--- config.mk ---
export PLATFORM = sky130hd
export DESIGN_NAME = tetris_video_source
export DESIGN_NICKNAME = d
export VERILOG_FILES = /design/src/rtl/tetris_video_source.sv
export SDC_FILE = /design/constraint.sdc
export NUM_CORES = 1
export LEC_CHECK = 0
export BUFFER_PORTS_ARGS = -buffer_cell sky130_fd_sc_hd__buf_2
export CORE_UTILIZATION = 34
export CTS_CLUSTER_SIZE = 20
export DETAILED_ROUTE_END_ITERATION = 8
export SYNTH_ARGS = -nofsm -noshare
export SYNTH_HDL_FRONTEND = slang
export SYNTH_SLANG_ARGS = --single-unit
--- constraint.sdc ---
create_clock -name pixclk -period 5.8 [get_ports pixclk]
set_input_delay 1.45 -clock pixclk [delete_from_list [all_inputs] [get_ports pixclk]]
set_output_delay 1.45 -clock pixclk [all_outputs]
set_load 0.05 [all_outputs]
--- src/rtl/tetris_video_source.sv ---
`default_nettype none
// ============================================================================
// Module   : tetris_video_source
// Brief    : 800x600@60 timing generator and Tetris board renderer. It reads
//            a 10x20 playfield RAM and drives {R,G,B}, syncs, de and frame_tick.
//            Optional macro GRID_LINES_EN draws a cell grid over the board.
// Revision : 1.0 - initial release
// ============================================================================
module tetris_video_source #(
    parameter int H_ACTIVE  = 800,
    parameter int H_FP      = 40,
    parameter int H_SYNC    = 128,
    parameter int H_BP      = 88,
    parameter int V_ACTIVE  = 600,
    parameter int V_FP      = 1,
    parameter int V_SYNC    = 4,
    parameter int V_BP      = 23,
    parameter int CELL_PX   = 24,
    parameter int BOARD_X0  = 280,
    parameter int BOARD_Y0  = 60,
    parameter int BORDER_PX = 4
) (
    input  logic        pixclk,
    input  logic        reset,
    output logic [7:0]  cell_addr,
    input  logic [2:0]  cell_data,
    output logic [23:0] rgb,
    output logic        hsync,
    output logic        vsync,
    output logic        de,
    output logic        frame_tick
);
    localparam logic [10:0] c_h_last  = 11'(H_ACTIVE + H_FP + H_SYNC + H_BP - 1);
    localparam logic [9:0]  c_v_last  = 10'(V_ACTIVE + V_FP + V_SYNC + V_BP - 1);
    localparam logic [10:0] c_h_act   = 11'(H_ACTIVE);
    localparam logic [9:0]  c_v_act   = 10'(V_ACTIVE);
    localparam logic [10:0] c_hs_lo   = 11'(H_ACTIVE + H_FP);
    localparam logic [10:0] c_hs_hi   = 11'(H_ACTIVE + H_FP + H_SYNC - 1);
    localparam logic [9:0]  c_vs_lo   = 10'(V_ACTIVE + V_FP);
    localparam logic [9:0]  c_vs_hi   = 10'(V_ACTIVE + V_FP + V_SYNC - 1);
    localparam logic [10:0] c_bx_lo   = 11'(BOARD_X0);
    localparam logic [10:0] c_bx_hi   = 11'(BOARD_X0 + 10 * CELL_PX);
    localparam logic [9:0]  c_by_lo   = 10'(BOARD_Y0);
    localparam logic [9:0]  c_by_hi   = 10'(BOARD_Y0 + 20 * CELL_PX);
    localparam logic [10:0] c_ox_lo   = 11'(BOARD_X0 - BORDER_PX);
    localparam logic [10:0] c_ox_hi   = 11'(BOARD_X0 + 10 * CELL_PX + BORDER_PX);
    localparam logic [9:0]  c_oy_lo   = 10'(BOARD_Y0 - BORDER_PX);
    localparam logic [9:0]  c_oy_hi   = 10'(BOARD_Y0 + 20 * CELL_PX + BORDER_PX);
    localparam logic [4:0]  c_px_last = 5'(CELL_PX - 1);

    // Per-pixel flags carried S0 -> S2: {de, hsync, vsync, tick, board, outer, grid}
    localparam int c_fw = 7;

    logic [10:0]     r_hcnt;
    logic [9:0]      r_vcnt;
    logic [4:0]      r_px_x;
    logic [4:0]      r_px_y;
    logic [3:0]      r_col;
    logic [4:0]      r_row;
    logic [c_fw-1:0] r_s1_flags;
    logic [c_fw-1:0] r_s2_flags;

    logic            w_h_wrap;
    logic            w_v_wrap;
    logic [10:0]     w_h_next;
    logic [9:0]      w_v_next;
    logic            w_board0;
    logic            w_grid0;
    logic [7:0]      w_addr0;
    logic [c_fw-1:0] w_flags0;

    function automatic logic [23:0] palette(input logic [2:0] idx);
        case (idx)
            3'd0:    return 24'h000000;
            3'd1:    return 24'h00FFFF;
            3'd2:    return 24'hFFFF00;
            3'd3:    return 24'hA000F0;
            3'd4:    return 24'h00F000;
            3'd5:    return 24'hF00000;
            3'd6:    return 24'h0000F0;
            default: return 24'hF0A000;
        endcase
    endfunction

    always_comb begin
        w_h_wrap = (r_hcnt == c_h_last);
        w_v_wrap = (r_vcnt == c_v_last);
        w_h_next = w_h_wrap ? 11'd0 : r_hcnt + 11'd1;
        w_v_next = w_v_wrap ? 10'd0 : r_vcnt + 10'd1;
    end

    always_ff @(posedge pixclk) begin
        if (reset) begin
            r_hcnt <= '0;
            r_vcnt <= '0;
        end else begin
            r_hcnt <= w_h_next;
            if (w_h_wrap) begin
                r_vcnt <= w_v_next;
            end
        end
    end

    // Cell coordinates are tracked incrementally; they reload at the board origin.
    always_ff @(posedge pixclk) begin
        if (reset) begin
            r_px_x <= '0;
            r_col  <= '0;
            r_px_y <= '0;
            r_row  <= '0;
        end else begin
            if (w_h_next == c_bx_lo) begin
                r_px_x <= '0;
                r_col  <= '0;
            end else if (r_px_x == c_px_last) begin
                r_px_x <= '0;
                r_col  <= r_col + 4'd1;
            end else begin
                r_px_x <= r_px_x + 5'd1;
            end
            if (w_h_wrap) begin
                if (w_v_next == c_by_lo) begin
                    r_px_y <= '0;
                    r_row  <= '0;
                end else if (r_px_y == c_px_last) begin
                    r_px_y <= '0;
                    r_row  <= r_row + 5'd1;
                end else begin
                    r_px_y <= r_px_y + 5'd1;
                end
            end
        end
    end

    always_comb begin
        w_board0 = (r_hcnt >= c_bx_lo) && (r_hcnt < c_bx_hi) &&
                   (r_vcnt >= c_by_lo) && (r_vcnt < c_by_hi);
`ifdef GRID_LINES_EN
        w_grid0  = (r_px_x == 5'd0) || (r_px_y == 5'd0);
`else
        w_grid0  = 1'b0;
`endif
        // row*10 + col as shifts and adds
        w_addr0  = {r_row, 3'b000} + {2'b00, r_row, 1'b0} + {4'b0000, r_col};
        w_flags0 = {(r_hcnt < c_h_act) && (r_vcnt < c_v_act),
                    (r_hcnt >= c_hs_lo) && (r_hcnt <= c_hs_hi),
                    (r_vcnt >= c_vs_lo) && (r_vcnt <= c_vs_hi),
                    (r_hcnt == 11'd0) && (r_vcnt == c_v_act),
                    w_board0,
                    (r_hcnt >= c_ox_lo) && (r_hcnt < c_ox_hi) &&
                    (r_vcnt >= c_oy_lo) && (r_vcnt < c_oy_hi),
                    w_grid0};
    end

    always_ff @(posedge pixclk) begin
        if (reset) begin
            cell_addr  <= '0;
            r_s1_flags <= '0;
            r_s2_flags <= '0;
        end else begin
            if (w_board0) begin
                cell_addr <= w_addr0;
            end
            r_s1_flags <= w_flags0;
            r_s2_flags <= r_s1_flags;
        end
    end

    // Output register: flags and RAM data both belong to the same S2 pixel.
    always_ff @(posedge pixclk) begin
        if (reset) begin
            rgb        <= '0;
            de         <= 1'b0;
            hsync      <= 1'b0;
            vsync      <= 1'b0;
            frame_tick <= 1'b0;
        end else begin
            de         <= r_s2_flags[6];
            hsync      <= r_s2_flags[5];
            vsync      <= r_s2_flags[4];
            frame_tick <= r_s2_flags[3];
            if (!r_s2_flags[6]) begin
                rgb <= 24'h000000;
            end else if (r_s2_flags[2]) begin
                rgb <= r_s2_flags[0] ? 24'h303030 : palette(cell_data);
            end else if (r_s2_flags[1]) begin
                rgb <= 24'h808080;
            end else begin
                rgb <= 24'h202020;
            end
        end
    end
endmodule
`default_nettype wire

==> results.json <==
{
  "status": "complete, no violations",
  "tns_ps": 0,
  "synth_top_cell_area_share_pct": 39.1,
  "slew_headroom_pct": 57.5,
  "dr.first_iter.drc_count": 140,
  "setup_viol": 0,
  "fillers": 1092,
  "clkTransAtPathRegs_ps": 60,
  "routed_via_density": 5.05,
  "io_pins": 41,
  "ir_worst_vdd_mv": 0.133,
  "ys_async_sr_fraction_pct": 0,
  "grt_setup_unrepaired": "false",
  "first_global_vias": 2708,
  "cts_resized": 0,
  "syn_area_per_cell_um2": 9.05,
  "grt_pass1_wl_um": 12800,
  "cap_violations": 0,
  "wl_per_cell_um": 12.6,
  "crit_chain": "buf_2, buf_4, inv_1, nand2_1, inv_1, nand2_1, a21o_1, o21ai_0",
  "fmax_mhz": 366,
  "area_delta_synth_final_pct": 11.5,
  "critPathCaptureType": "flip-flop",
  "tightest_slew_ps": 636,
  "ys_warn_count": 0,
  "drt_first_pass_iters": 4,
  "drc": 0,
  "portBuffers": 40,
  "synthTopCellsByArea": "dfxtp_1, ha_1, a21oi_1",
  "fin_nets": 475,
  "layout-drive-gt1-share_pct": 16.8,
  "post-synth-top-count-cell": "dfxtp_1",
  "synthCells": 430,
  "synth_edf_count": 0,
  "num_rows": 38,
  "worstHoldPathType": "flip-flop to flip-flop",
  "final_util_pct": 39.5,
  "dpl.hpwl_um": 5140,
  "worstSkewPairLatency_ps": 330,
  "crit_path_max_fanout": 53,
  "wirelength_um": 7450,
  "cp.required_ps": 6020,
  "period_share_pct": 47.1,
  "cts_tree": "yes",
  "post_dp_cell_area_mm2": 0.00406,
  "synth_top_area_cell": "dfxtp_1",
  "critPathKind": "input port to flip-flop",
  "h-tree-depth": 3,
  "cts_hold_buf": 0,
  "cts_buffers": 9,
  "grt-ovfl-total": 0,
  "synthTopCellsByCount": "dfxtp_1, nor2_1, a21oi_1, nand2_1, ha_1",
  "crit_arrival_ps": 2950,
  "power.density_mw_per_mm2": 252,
  "p_leak_nw": 1.79,
  "ant_nets": 0,
  "start_kind": "input port",
  "initial_core_util_pct": 35.4,
  "power.total_w": 0.00109,
  "cts_buffer_depth": 2,
  "fp.dieH_um": 109,
  "synth.distinct_cells": 55,
  "mappedNetlistNets": 458,
  "cts-root-buf": "clkbuf_16",
  "gp_congestion": 0.786,
  "die_w_um": 109,
  "ys_seq_elements": 76,
  "cts_setup_buffers": 0,
  "die_area_mm2": 0.0119,
  "ys_seq_area_share_pct": 39.1,
  "design_area_mm2": 0.00434,
  "synth_ff_type": "dfxtp_1",
  "crit_path_max_incr_delay_ps": 430,
  "finalHoldViolations": 0,
  "antenna_found_initial": 0,
  "vias": 2990,
  "clock_sinks": 76,
  "track_usage_pct": 13.6,
  "num_antenna_cells": 0,
  "slowest_stage": "buf_4",
  "core-area_mm2": 0.0110,
  "syn_area_mm2": 0.00389,
  "skew_ps": 7.26,
  "fin_crit_ps": 2730,
  "grt_max_degree": 54,
  "drv_slew": 0
}
[critical path: cells and delay by family]
| kind | cells | cell delay (ps) |
|---|---|---|
| simple gates | 2 | 390 |
| buf+inv | 4 | 830 |
| compound gates | 2 | 230 |
[cell usage in the layout (no fill, tap or decap), types with 3 or more instances in the layout]
cell type   n
nor2_1     34
dfxtp_1    76
nand3b_1    3
a31oi_1     4
mux2i_1     9
nand4_1    12
xnor2_1    16
or3_1       5
and3_1      5
ha_1       21
nand3_1    16
nor4_1      3
nand2b_1    4
or3b_2      4
a21oi_1    28
nor3_2      3
inv_6       3
nand2_1    28
a211oi_1    9
nor3b_1     5
nor3_1     12
and2_1      4
nor2b_1    16
inv_1      17
o21ai_0    13
a21o_1      5
buf_2      40
xor2_1     11
clkbuf_16   9
[area by class of cell]
cell class | instances | area (um^2) | share of cell area [%]
clock buffers | 9 | 225 | 5.19
clock inverters | 7 | 57.6 | 1.33
inverters | 17 | 63.8 | 1.47
multi-input cells | 302 | 2090 | 48.1
flip-flops and latches | 76 | 1520 | 35.1
well taps | 140 | 175 | 4.04
repair buffers | 41 | 208 | 4.79
[cell families after synthesis]
kind of cell	after synthesis	share of synthesized area [%]
AND/OR/NAND/NOR	170	25.3
flip-flops	76	39.1
AO/OA/AOI/OAI	73	12.2
buffers and inverters	52	7.24
XOR/XNOR	27	6.08
adder cells (fa/ha/maj)	23	7.78
multiplexers	9	2.32
[report_power, final]
group / switching [W] / total (W) / internal [W]
logic: 0.0000216 / 0.0000330 / 0.0000114
clock network: 0.000232 / 0.000528 / 0.000296
registers: 0.00000473 / 0.000532 / 0.000527
[sequential cells by signal, summed over array words and instances (netlist names), 4 cells and up]
name        flops
r_hcnt         11
r_s2_flags      6
r_row           5
r_px_y          5
r_col           4
r_vcnt         10
r_px_x          5
rgb            12
r_s1_flags      6
cell_addr       8
[final timing paths]
check / slack (ps) / end / cells after the start / from
min: 440 / r_s2_flags[5]$_SDFF_PP0_ / 1 / r_s1_flags[5]$_SDFF_PP0_
max reg2reg: 3150 / r_row[0]$_SDFFE_PP0P_ / 5 / r_hcnt[0]$_SDFF_PP0_
min reg2reg: 440 / r_s2_flags[5]$_SDFF_PP0_ / 1 / r_s1_flags[5]$_SDFF_PP0_
max: 3070 / rgb[5]$_SDFF_PP0_ / 8 / reset
[metal layers]
metal  global-route usage (%)  vias to the layer above  share of wire (%)
met5                        0                        -                  0
met4                     4.73                        0                1.4
met3                     3.77                       12                3.8
met2                     21.5                       48                 46
met1                     17.7                     1401                 49
li1                         -                     1529                  -
[stage by stage]
step                      worst slack [ps]  hold slack [ps]  std cells
after floorplan                       3370              414        430
after global placement                2790              421        576
after detailed placement              2700              426        576
after CTS                             3060              441        592
after global routing                  2900              455        592
final                                 3070              437        592
Note: power is estimated with default switching activity, not from simulation.
